<file path="src/rtl/muldiv_pkg.sv">
// rtl/muldiv_pkg.sv - shared types and constants for the iterative multiply/divide unit
package muldiv_pkg;

  localparam int MDU_WIDTH = 64;
  localparam int MDU_CNT_W = $clog2(MDU_WIDTH);

  typedef enum logic [1:0] {OP_MUL, OP_UDIV, OP_SDIV, OP_RSVD} mdu_op_t;
  typedef enum logic [1:0] {S_IDLE, S_RUN, S_DONE} mdu_state_t;

  // The reserved encoding falls through to multiply.
  function automatic logic mdu_is_div(input mdu_op_t op);
    return (op == OP_UDIV) || (op == OP_SDIV);
  endfunction

endpackage

</file>
<file path="src/rtl/mdu_step.sv">
// rtl/mdu_step.sv - one radix-2 iteration: shift-add multiply step or restoring divide step
module mdu_step #(
  parameter int WIDTH = 64
) (
  input  logic             i_div,
  input  logic [WIDTH-1:0] i_acc,
  input  logic [WIDTH-1:0] i_opnd,
  input  logic             i_bit,
  output logic [WIDTH-1:0] o_acc,
  output logic             o_qbit
);

  logic [WIDTH:0] w_trial;
  logic [WIDTH:0] w_diff;

  // The remainder stays below the divisor, so bit WIDTH of the difference is a clean borrow.
  assign w_trial = {i_acc, i_bit};
  assign w_diff  = w_trial - {1'b0, i_opnd};

  always_comb begin
    o_acc  = i_acc;
    o_qbit = 1'b0;
    if (i_div) begin
      if (!w_diff[WIDTH]) begin
        o_acc  = w_diff[WIDTH-1:0];
        o_qbit = 1'b1;
      end else begin
        o_acc  = w_trial[WIDTH-1:0];
      end
    end else if (i_bit) begin
      o_acc = i_acc + i_opnd;
    end
  end

endmodule

</file>
<file path="src/rtl/mul_div_unit.sv">
// rtl/mul_div_unit.sv - iterative multiply/divide unit: FSM, counter, operand registers, sign fix-up
module mul_div_unit
  import muldiv_pkg::*;
#(
  parameter int WIDTH = MDU_WIDTH
) (
  input  logic             clk,
  input  logic             reset,
  input  logic             start,
  input  logic [1:0]       op,
  input  logic [WIDTH-1:0] opA,
  input  logic [WIDTH-1:0] opB,
  input  logic             flush,
  output logic             busy,
  output logic             done,
  output logic [WIDTH-1:0] result
);

  localparam int CNT_W = $clog2(WIDTH);

  mdu_state_t       r_state;
  logic [CNT_W-1:0] r_cnt;
  logic [WIDTH-1:0] r_a;
  logic [WIDTH-1:0] r_b;
  logic [WIDTH-1:0] r_acc;
  logic             r_div;
  logic             r_neg;
  logic [WIDTH-1:0] r_result;

  mdu_op_t          w_op;
  logic             w_div;
  logic             w_sdiv;
  logic             w_div0;
  logic [WIDTH-1:0] w_abs_a;
  logic [WIDTH-1:0] w_abs_b;
  logic [WIDTH-1:0] w_acc_nxt;
  logic             w_qbit;
  logic [WIDTH-1:0] w_quot;
  logic [WIDTH-1:0] w_final;

  assign w_op    = mdu_op_t'(op);
  assign w_div   = mdu_is_div(w_op);
  assign w_sdiv  = (w_op == OP_SDIV);
  assign w_div0  = w_div && (opB == '0);
  // Magnitudes are taken as unsigned, so the most-negative value maps onto itself correctly.
  assign w_abs_a = (w_sdiv && opA[WIDTH-1]) ? -opA : opA;
  assign w_abs_b = (w_sdiv && opB[WIDTH-1]) ? -opB : opB;

  // Divide: r_a holds the dividend shifting out at the top and the quotient shifting in at the bottom.
  mdu_step #(.WIDTH(WIDTH)) u_step (
    .i_div  (r_div),
    .i_acc  (r_acc),
    .i_opnd (r_div ? r_b : r_a),
    .i_bit  (r_div ? r_a[WIDTH-1] : r_b[0]),
    .o_acc  (w_acc_nxt),
    .o_qbit (w_qbit)
  );

  assign w_quot  = {r_a[WIDTH-2:0], w_qbit};
  assign w_final = r_div ? (r_neg ? -w_quot : w_quot) : w_acc_nxt;

  always_ff @(posedge clk) begin
    if (reset) begin
      r_state  <= S_IDLE;
      r_cnt    <= '0;
      r_a      <= '0;
      r_b      <= '0;
      r_acc    <= '0;
      r_div    <= 1'b0;
      r_neg    <= 1'b0;
      r_result <= '0;
    end else begin
      case (r_state)
        S_IDLE, S_DONE: begin
          if (start) begin
            r_div <= w_div;
            r_neg <= w_sdiv && (opA[WIDTH-1] ^ opB[WIDTH-1]);
            r_a   <= w_div ? w_abs_a : opA;
            r_b   <= w_div ? w_abs_b : opB;
            r_acc <= '0;
            r_cnt <= '0;
            if (w_div0) begin
              r_state  <= S_DONE;
              r_result <= '0;
            end else begin
              r_state  <= S_RUN;
            end
          end else begin
            r_state <= S_IDLE;
          end
        end
        S_RUN: begin
          if (flush) begin
            r_state <= S_IDLE;
          end else begin
            r_acc <= w_acc_nxt;
            if (r_div) begin
              r_a <= w_quot;
            end else begin
              r_a <= r_a << 1;
              r_b <= r_b >> 1;
            end
            r_cnt <= r_cnt + 1'b1;
            if (r_cnt == CNT_W'(WIDTH - 1)) begin
              r_state  <= S_DONE;
              r_result <= w_final;
            end
          end
        end
        default: r_state <= S_IDLE;
      endcase
    end
  end

  assign busy   = (r_state == S_RUN);
  assign done   = (r_state == S_DONE);
  assign result = r_result;

endmodule
</file>
<file path="config.mk">
export PLATFORM = sky130hd
export DESIGN_NAME = mul_div_unit
export DESIGN_NICKNAME = d
export VERILOG_FILES = /design/src/rtl/muldiv_pkg.sv /design/src/rtl/mdu_step.sv /design/src/rtl/mul_div_unit.sv
export SDC_FILE = /design/constraint.sdc
export NUM_CORES = 1
export LEC_CHECK = 0
export CAP_MARGIN = 20
export CORE_ASPECT_RATIO = 1.5
export CORE_UTILIZATION = 61
export DETAILED_ROUTE_END_ITERATION = 8
export GPL_TIMING_DRIVEN = 0
export MAX_ROUTING_LAYER = met4
export PLACE_DENSITY = 0.88
export SLEW_MARGIN = 20
export SYNTH_ARGS = -nofsm -noshare
export SYNTH_HDL_FRONTEND = slang
export SYNTH_HIERARCHICAL = 1
export SYNTH_SLANG_ARGS = --single-unit
</file>
<file path="constraint.sdc">
create_clock -name clk -period 6.8 [get_ports clk]
set_clock_uncertainty 0.1 [all_clocks]
set_input_delay 0.68 -clock clk [delete_from_list [all_inputs] [get_ports clk]]
set_output_delay 0.68 -clock clk [all_outputs]
set_load 0.05 [all_outputs]
</file>
==> results, run 1 <==
- The run finished, with violations left.
- In this run the horizontal extent of the chip is 168.8 um.
- For this design the ratio of total power to cell area is 188.7 nW/um2.
- The clock slew at the register clock pins of the worst setup and hold paths is approximately 70 ps.
- Buffers inserted during clock tree synthesis total 26.
- The biggest area consumer among synthesized cells is sky130_fd_sc_hd__dfxtp_1.
- The average detailed-routed wire length per instance is 27.90 um.
- The filler cells instantiated in the layout total about 3.5k.
- The reported net switching power is 2294 uW.
- On the worst path, the slowest cell contributes a delay of between 500 and 600 ps.
- The initial antenna violation count is 11.
- By count the netlist is led by 451 x sky130_fd_sc_hd__a21oi_1, 332 x sky130_fd_sc_hd__nand2_1, 316 x sky130_fd_sc_hd__nor2_1.
- Setup violations remaining at the end of the flow were counted as 5.
- Across the run, the number of max-cap violations was 0.
- The share of flip-flops with an asynchronous set or reset is 0.
- The number of nets with antenna violations after detailed routing is 0.
- The internal portion of the total power is 3211 uW.
- From bottom edge to top edge, the die measures 252.2 um.
- For this design the top-level I/O count stands at 200.
- The die covers between 40000 and 50000 um2.
- Of the total power, registers draw 0.321.
- In this run the worst path has a maximum fanout of 10.
- STA classifies the critical path endpoint as a register.
- In the synthesized netlist, the number of instances is 3539.
- In this run the deepest clock path goes through 3 buffers.
- The post-route minimum period is 6838 ps.
- The number of placement rows is ~90.
- Among all cell types in the netlist, the one instantiated most often is sky130_fd_sc_hd__a21oi_1.
- The worst-case IR drop observed on VDD is between 150 and 200 uV.
- Counting flops with a built-in enable in the synthesized netlist gives 0.
- The worst setup path is launched from a register.
- The cell area after synthesis is about 25000 um2.
- The checks that failed: DRC, setup timing.
- From synthesis to final layout, the design area changed by 14.58%.
- The number of cells in the finished layout apart from fillers is between 4k and 5k.
- The number of warnings printed during yosys synthesis is 6.
- After detailed placement, the design holds a cell count of 4296.
- The kind of critical path is reg -> reg.
- The slew at the pin closest to its max-slew limit is roughly 1200 ps.
- Of the post-synthesis cell area, the dominant cell type holds 0.2092.
- Of the total power, the clock network draws 0.278.
- The least setup slack across all paths after layout is -37.79 ps.
- The count of buffers inserted at the top-level ports is slightly below 200.
- The tree is rooted in a sky130_fd_sc_hd__clkbuf_16.
- The count of final max-slew check failures is 0.
- The critical path goes through clkbuf_2, clkbuf_4, o21ai_0, ha_1, fa_1, nor2b_2, o31a_1, o21bai_1, a2111o_1, a211oi_4, o21ai_1, a21o_1, a211oi_2, buf_4, nor2_4, nor2_1, and3_1, nand4_1, or4_4, o21ai_0, xor2_1, o22ai_1.
- The min-delay analysis places its worst path in the category reg -> reg.
- The detailed router finished its first iteration with ~4.6k violations.
- Of the cells placed in the final design, the portion with a size suffix greater than 1 is 0.05262.
- The detailed-route vias per instance is about 7.2.
- In this run the number of H-tree levels came out at 1.
- A synthesized cell averages just over 7 um2.
- The weighted congestion at the end of routability-driven global placement is 1.123.
- Across every metal layer, demand over resource in global routing totals 0.5807.
- The routed design has between 100000 and 150000 um of wire.
- By instance count, the cell type seen most on the critical path is sky130_fd_sc_hd__o21ai_0.
- The number of library cell types mapped by synthesis is 90.
- TritonCTS built the clock tree.
- At the later pin of the worst-skew pair, clock insertion delay measures a little under 600 ps.
- Dividing the final minimum period by the clock period gives 1.006.
- The total power after layout is ~5500 uW.
- The most frequently used flop master after synthesis is sky130_fd_sc_hd__dfxtp_1.
- The number of synthesized register bits is 266.
- The worst-case register-to-register setup slack is -40 ps.
- In this run the tightest slew margin relative to its limit is 0.1874.
- The part of the power in combinational logic is 0.401.
- The total grt overflow is 0.
- The arrival time at the worst endpoint is ~7200 ps.
- The net count of the finished layout is ~4.0k.
- Across all layers, the routed design uses about 31k vias.
- The final hold violation count came to 0.
- The first detailed-routing pass took 9 iterations.
- For this design the static power due to leakage is around 0.011 uW.
- The initial utilization of the core area, before any placement, comes to 0.6194.
- The remaining design rule violation count is 1.
- The worst path required time is ~7100 ps.
- The sequential element share of the synthesized area is 0.2092.
- The number of clock sinks seen by CTS is about 270.
- The synthesized netlist net count is ~3.8k.
- The total of hold buffers inserted after clock tree synthesis is 0.
- In the post-synthesis netlist, the biggest area contributors are sky130_fd_sc_hd__dfxtp_1 21%, sky130_fd_sc_hd__a21oi_1 8.9%, sky130_fd_sc_hd__ha_1 6.5%.
- Based on the critical path, the design can be clocked at up to 146.2 MHz.
- The switching share of total power is 0.4167.
- After floorplanning, the core was sized to cover slightly above 40000 um2.
- The number of global-route vias before repair is 29.64k.
- The HPWL after detailed placement is about 96000 um.
- Entering global routing, the biggest net connects 17 pins.
- The highest-delay cell along the critical path is sky130_fd_sc_hd__a2111o_1.
- The first global-routing pass estimated roughly 180000 um of wire.
-- registers in the layout, summed over array words and instances (netlist names) --
name,flops
r_a,64
r_acc,64
r_b,64
r_cnt,6
r_div,1
r_neg,1
r_state,2
result,64
-- critical path: cells and delay by family, from the launching register on --
| kind | cells | cell delay, ps |
|---|---|---|
| compound gates | 10 | 2670 |
| simple gates | 6 | 1650 |
| buf+inv | 3 | 920 |
| fa+ha+maj | 2 | 720 |
| flops | 1 | 410 |
| xor+xnor | 1 | 210 |
-- layout by cell type (no fill, tap or decap), drive strengths merged, types with 117 or more instances in the layout --
cell type and count:
a21oi 451, nand2 332, nor2 316, dfxtp 266, clkbuf 234, o21ai 199
clkdlybuf4s50 197, xor2 167, ha 132, nand3 127, xnor2 117
-- metal layers --
metal / share of wire / up-vias / track usage
met3: 0.12 / 1044 / 0.1813
met5: 0 / - / -
met2: 0.43 / 2626 / 0.8730
li1: - / 13510 / -
met4: 0.13 / 0 / 0.6044
met1: 0.32 / 13950 / 0.5790
-- repair_timing --
action,CTS,global route
resized for setup,16,16
setup buffers,4,0
pin swaps,3,2
endpoints found under the setup margin,129,42
-- metrics by stage --
step	hold WS (ps)	instance area, um2	setup TNS [ps]	utilization	setup WS (ps)
2_1_floorplan	332.2	25460	0	-	609.2
3_3_place_gp	326.4	28130	-208580	0.6844	-2621
3_5_place_dp	344.5	28170	-214360	0.6853	-2687
4_1_cts	355.8	29090	0	0.7077	6.877
5_1_grt	378.5	29170	-45.67	0.7096	-17.81
6_report	353.3	29170	-100.5	0.7097	-37.79
-- layout make-up --
class / instances / area (um2) / area share
multi-input combinational: 2910 / 18800 / 0.6443
sequential: 266 / 5326 / 0.1826
inverter: 111 / 421.7 / 0.01445
antenna: 13 / 32.53 / 0.001115
buffer: 249 / 1039 / 0.03560
tap: 558 / 698.2 / 0.02393
timing repair buffer: 203 / 2014 / 0.06906
clock inverter: 8 / 97.59 / 0.003346
clock buffer: 35 / 745.7 / 0.02556
-- path summary, 6_finish.rpt --
path | from | to | cells past startpoint
setup / recovery | r_div$_SDFFE_PP0P_ | result[53]$_SDFFE_PP0P_ | 22
hold / removal | result[61]$_SDFFE_PP0P_ | result[61]$_SDFFE_PP0P_ | 2
setup reg to reg | r_div$_SDFFE_PP0P_ | result[53]$_SDFFE_PP0P_ | 22
hold reg to reg | result[61]$_SDFFE_PP0P_ | result[61]$_SDFFE_PP0P_ | 2
-- power by group through the flow --
stage	Sequential [uW]	Combinational (uW)	Clock, uW
after global routing	1770	2300	1540
after global placement	1780	2020	0
after floorplan	1750	1340	0
after detailed placement	1790	2040	0
final	1770	2210	1530
after CTS	1750	2070	1490
-- cells by family after synthesis --
family / count (synthesis) / share of synthesized area
AOI/OAI and AO/OA: 1202 / 0.2991
xor gates and xnor gates: 284 / 0.09770
adders and majority gates: 134 / 0.06644
buffers and inverters: 363 / 0.05686
DFF: 266 / 0.2092
muxes: 123 / 0.05160
and+or+nand+nor: 1167 / 0.2191
Power figures use the tool's default switching activity.
==> run 2, diff against run 1 <==
- CORE_UTILIZATION: 61 -> 55
- PLACE_DENSITY: 0.88 -> 0.81
- TNS_END_PERCENT: default -> 10
==> results, run 2 (synthesis results as in run 1) <==
- The part of the power in combinational logic came to 0.402 (about the same).
- The critical path launch point type is a register.
- The number of clock sinks seen by CTS was 266 (unchanged).
- The CTS tree is built.
- The post-route minimum period is 6767 ps (-70.74 ps).
- The worst register-to-register path ends at result[53]$_SDFFE_PP0P_.
- The first-pass iteration count of the detailed router was 8 (-1).
- The switching share of total power came to 0.4163 (about the same).
- The share of cells above drive strength 1 was 0.05153 (-0.001085).
- The reported net switching power is 2275 uW (-0.84%).
- The initial core utilization is 0.5563 (-0.06308).
- The weighted congestion at the end of routability-driven global placement was 1.092 (-2.8%).
- The core outline area is 45760 um2 (+11%).
- The fraction of power consumed by the clock network is 0.274 (-0.004).
- Setup repair after global routing left no endpoint under its margin.
- The total power after layout was 5464 uW (-0.75%).
- The average detailed-routed wire length per instance is 28.02 um (+0.45%).
- The total grt overflow is 0 (unchanged).
- The worst slack on hold paths is 349.2 ps (-4.112 ps).
- The total CTS buffers came to 27 (+3.8%).
- The clock slew at the register clock pins of the worst setup and hold paths came to 60 ps (about the same).
- The number of global-route vias before repair is 29.04k (-2.0%).
- The maximum operating frequency came to 147.8 MHz (+1.0%).
- The power density over the cells is 187.4 nW/um2 (-0.71%).
- The count of cells along the worst register-to-register path came to 23 (+4.5%).
- The die width is 177.7 um (+5.3%).
- The boundary pin count is 200 (unchanged).
- The clock tree root buffer cell is sky130_fd_sc_hd__clkbuf_16.
- The detailed-route vias per instance is 6.909 (-3.4%).
- The later-pin clock latency in the skew report came to 580 ps (about the same).
- The library cells used most frequently in the layout, excluding fill and tap cells, are 451 x sky130_fd_sc_hd__a21oi_1, 332 x sky130_fd_sc_hd__nand2_1, 315 x sky130_fd_sc_hd__nor2_1.
- The worst-case register-to-register setup slack is 30 ps (+70 ps).
- The worst path required time came to 7130 ps (about the same).
- The internal power component is 3189 uW (-0.68%).
- The count of final max-slew check failures is 0 (unchanged).
- The part of the total power dissipated in sequential elements is 0.323 (+0.002).
- The routed wire length was 122600 um (+0.98%).
- The HPWL after detailed placement is 98550 um (+2.8%).
- The initial antenna violation count came to 3 (-8).
- The library cell used most frequently in the layout, excluding fill and tap cells, is sky130_fd_sc_hd__a21oi_1.
- The DRC violation total after the first TritonRoute iteration came to 3582 (-23%).
- The termination of the worst setup path is result[53]$_SDFFE_PP0P_.
- The layout overhead on the synthesized area is 14.53% (about the same).
- The depth of the CTS H-tree is 1 (unchanged).
- The deepest clock path buffer count is 3 (unchanged).
- The worst slack at placement was -2869 ps (-182.6 ps).
- The remaining design rule violation count came to 0 (-1).
- In this run the worst hold path is classified as reg -> reg.
- The final hold violation count is 0 (unchanged).
- The arrival time at the worst endpoint is 7100 ps (-70 ps).
- The worst ir drop on vdd is 195.9 uV (+6.5%).
- By startpoint and endpoint, the worst setup path is classified as reg -> reg.
- The largest net degree at the start of global routing is 17 (unchanged).
- The cell leakage power is 0.01137 uW (about the same).
- The wire length of the first global-routing pass came to 178200 um (-0.93%).
- The source of the critical timing path is r_div$_SDFFE_PP0P_.
- The least setup slack across all paths after layout was 32.95 ps (+70.74 ps).
- The share of the clock period used by the worst path after layout came to 0.9952 (-0.01040).
- The relative slew slack is 0.1700 (-0.01740).
- The count of buffers inserted at the top-level ports came to 197 (unchanged).
- The number of placement rows is 96 (+5.5%).
- The slew at the pin closest to its max-slew limit is 1245 ps (+26.10 ps).
- The run finished with clean final reports.
- STA classifies the critical path endpoint as a register.
- The overall fraction of global-route tracks in use was 0.5240 (-0.05664).
- The number of nets in the layout is 4035 (unchanged).
- The max capacitance violation total was 0 (unchanged).
- The height of the die is 265.5 um (+5.3%).
- The via count was 30.23k (-2.9%).
- In this run the critical register-to-register path is launched from r_div$_SDFFE_PP0P_.
- The delay of the slowest critical-path stage is 600 ps (about the same).
- The highest-delay cell along the critical path is sky130_fd_sc_hd__a2111o_1.
- The number of nets with antenna violations after detailed routing is 0 (unchanged).
- The maximum net fanout on the critical path came to 16 (+6).
- The number of endpoints failing setup at the final stage is 0 (-5).
- The critical path goes through clkbuf_8, buf_2, mux2_4, clkinv_4, ha_1, fa_1, nor2b_2, o31a_1, o21bai_1, a2111o_1, a211oi_4, o21ai_1, a21o_1, a211oi_2, buf_4, nor2_4, nor2_1, and3_1, nand4_1, or4_1, o21ai_0, xor2_1, o22ai_1.
- The die outline area was 47170 um2 (+11%).
- The utilization of the core after routing is 0.6372 (-0.07252).
==> run 2: per-layer routing <==
metal	track usage	vias to the layer above	routed length, um
met1	0.5453	13960	41420
met5	-	-	0
li1	-	13490	-
met2	0.8070	2035	54870
met4	0.5156	0	14270
met3	0.1116	744	12070
==> run 2: worst min-delay path by stage <==
stage	from	endpoint	slack, ps	depth (start not counted)
final	result[54]$_SDFFE_PP0P_	result[54]$_SDFFE_PP0P_	350	1
after floorplan	r_b[56]$_SDFFE_PP0P_	r_b[56]$_SDFFE_PP0P_	330	2
after CTS	result[55]$_SDFFE_PP0P_	result[55]$_SDFFE_PP0P_	350	1
after global routing	result[55]$_SDFFE_PP0P_	result[55]$_SDFFE_PP0P_	360	1
after detailed placement	result[54]$_SDFFE_PP0P_	result[54]$_SDFFE_PP0P_	340	1
after global placement	result[55]$_SDFFE_PP0P_	result[55]$_SDFFE_PP0P_	330	1
==> run 2: critical path, delay by kind of cell, from the launching register on <==
| kind | cells | cell delay (ps) |
|---|---|---|
| AND/OR/NAND/NOR | 6 | 1600 |
| multiplexers | 1 | 230 |
| XOR/XNOR | 1 | 190 |
| AO/OA/AOI/OAI | 9 | 2500 |
| buffers and inverters | 4 | 890 |
| adder cells (fa/ha/maj) | 2 | 680 |
| flip-flops | 1 | 390 |
==> run 2: cell type report <==
class / count / area [um2]
Sequential cell: 266 / 5326
Clock buffer: 38 / 767.0
Fill cell: 4418 / 16600
Timing Repair Buffer: 202 / 2007
Buffer: 249 / 1042
Antenna cell: 4 / 10.01
Tap cell: 588 / 735.7
Inverter: 111 / 421.7
Clock inverter: 8 / 71.32
Multi-Input combinational cell: 2910 / 18780
==> run 2: power by group through the flow <==
stage	clock, uW	sequential (uW)	combinational, uW
after floorplan	0	1750	1340
after global placement	0	1790	2050
after detailed placement	0	1790	2070
after CTS	1470	1750	2090
after global routing	1540	1770	2310
final	1500	1770	2200
==> run 2: through the flow <==
step	cells	TNS, ps	area (um2)
floorplan	3539	0	25460
global placement	4324	-233440	28170
detailed placement	4325	-240190	28200
CTS	4373	0	29130
global route	4375	0	29160
finish	4376	0	29160
==> run 2: what timing repair did <==
item	4_1_cts	5_1_grt
setup endpoints to repair	129	33
pin swaps	3	2
buffers inserted	4	0
endpoints found under the hold margin	0	0
hold buffers	0	0
gates resized for setup	18	7
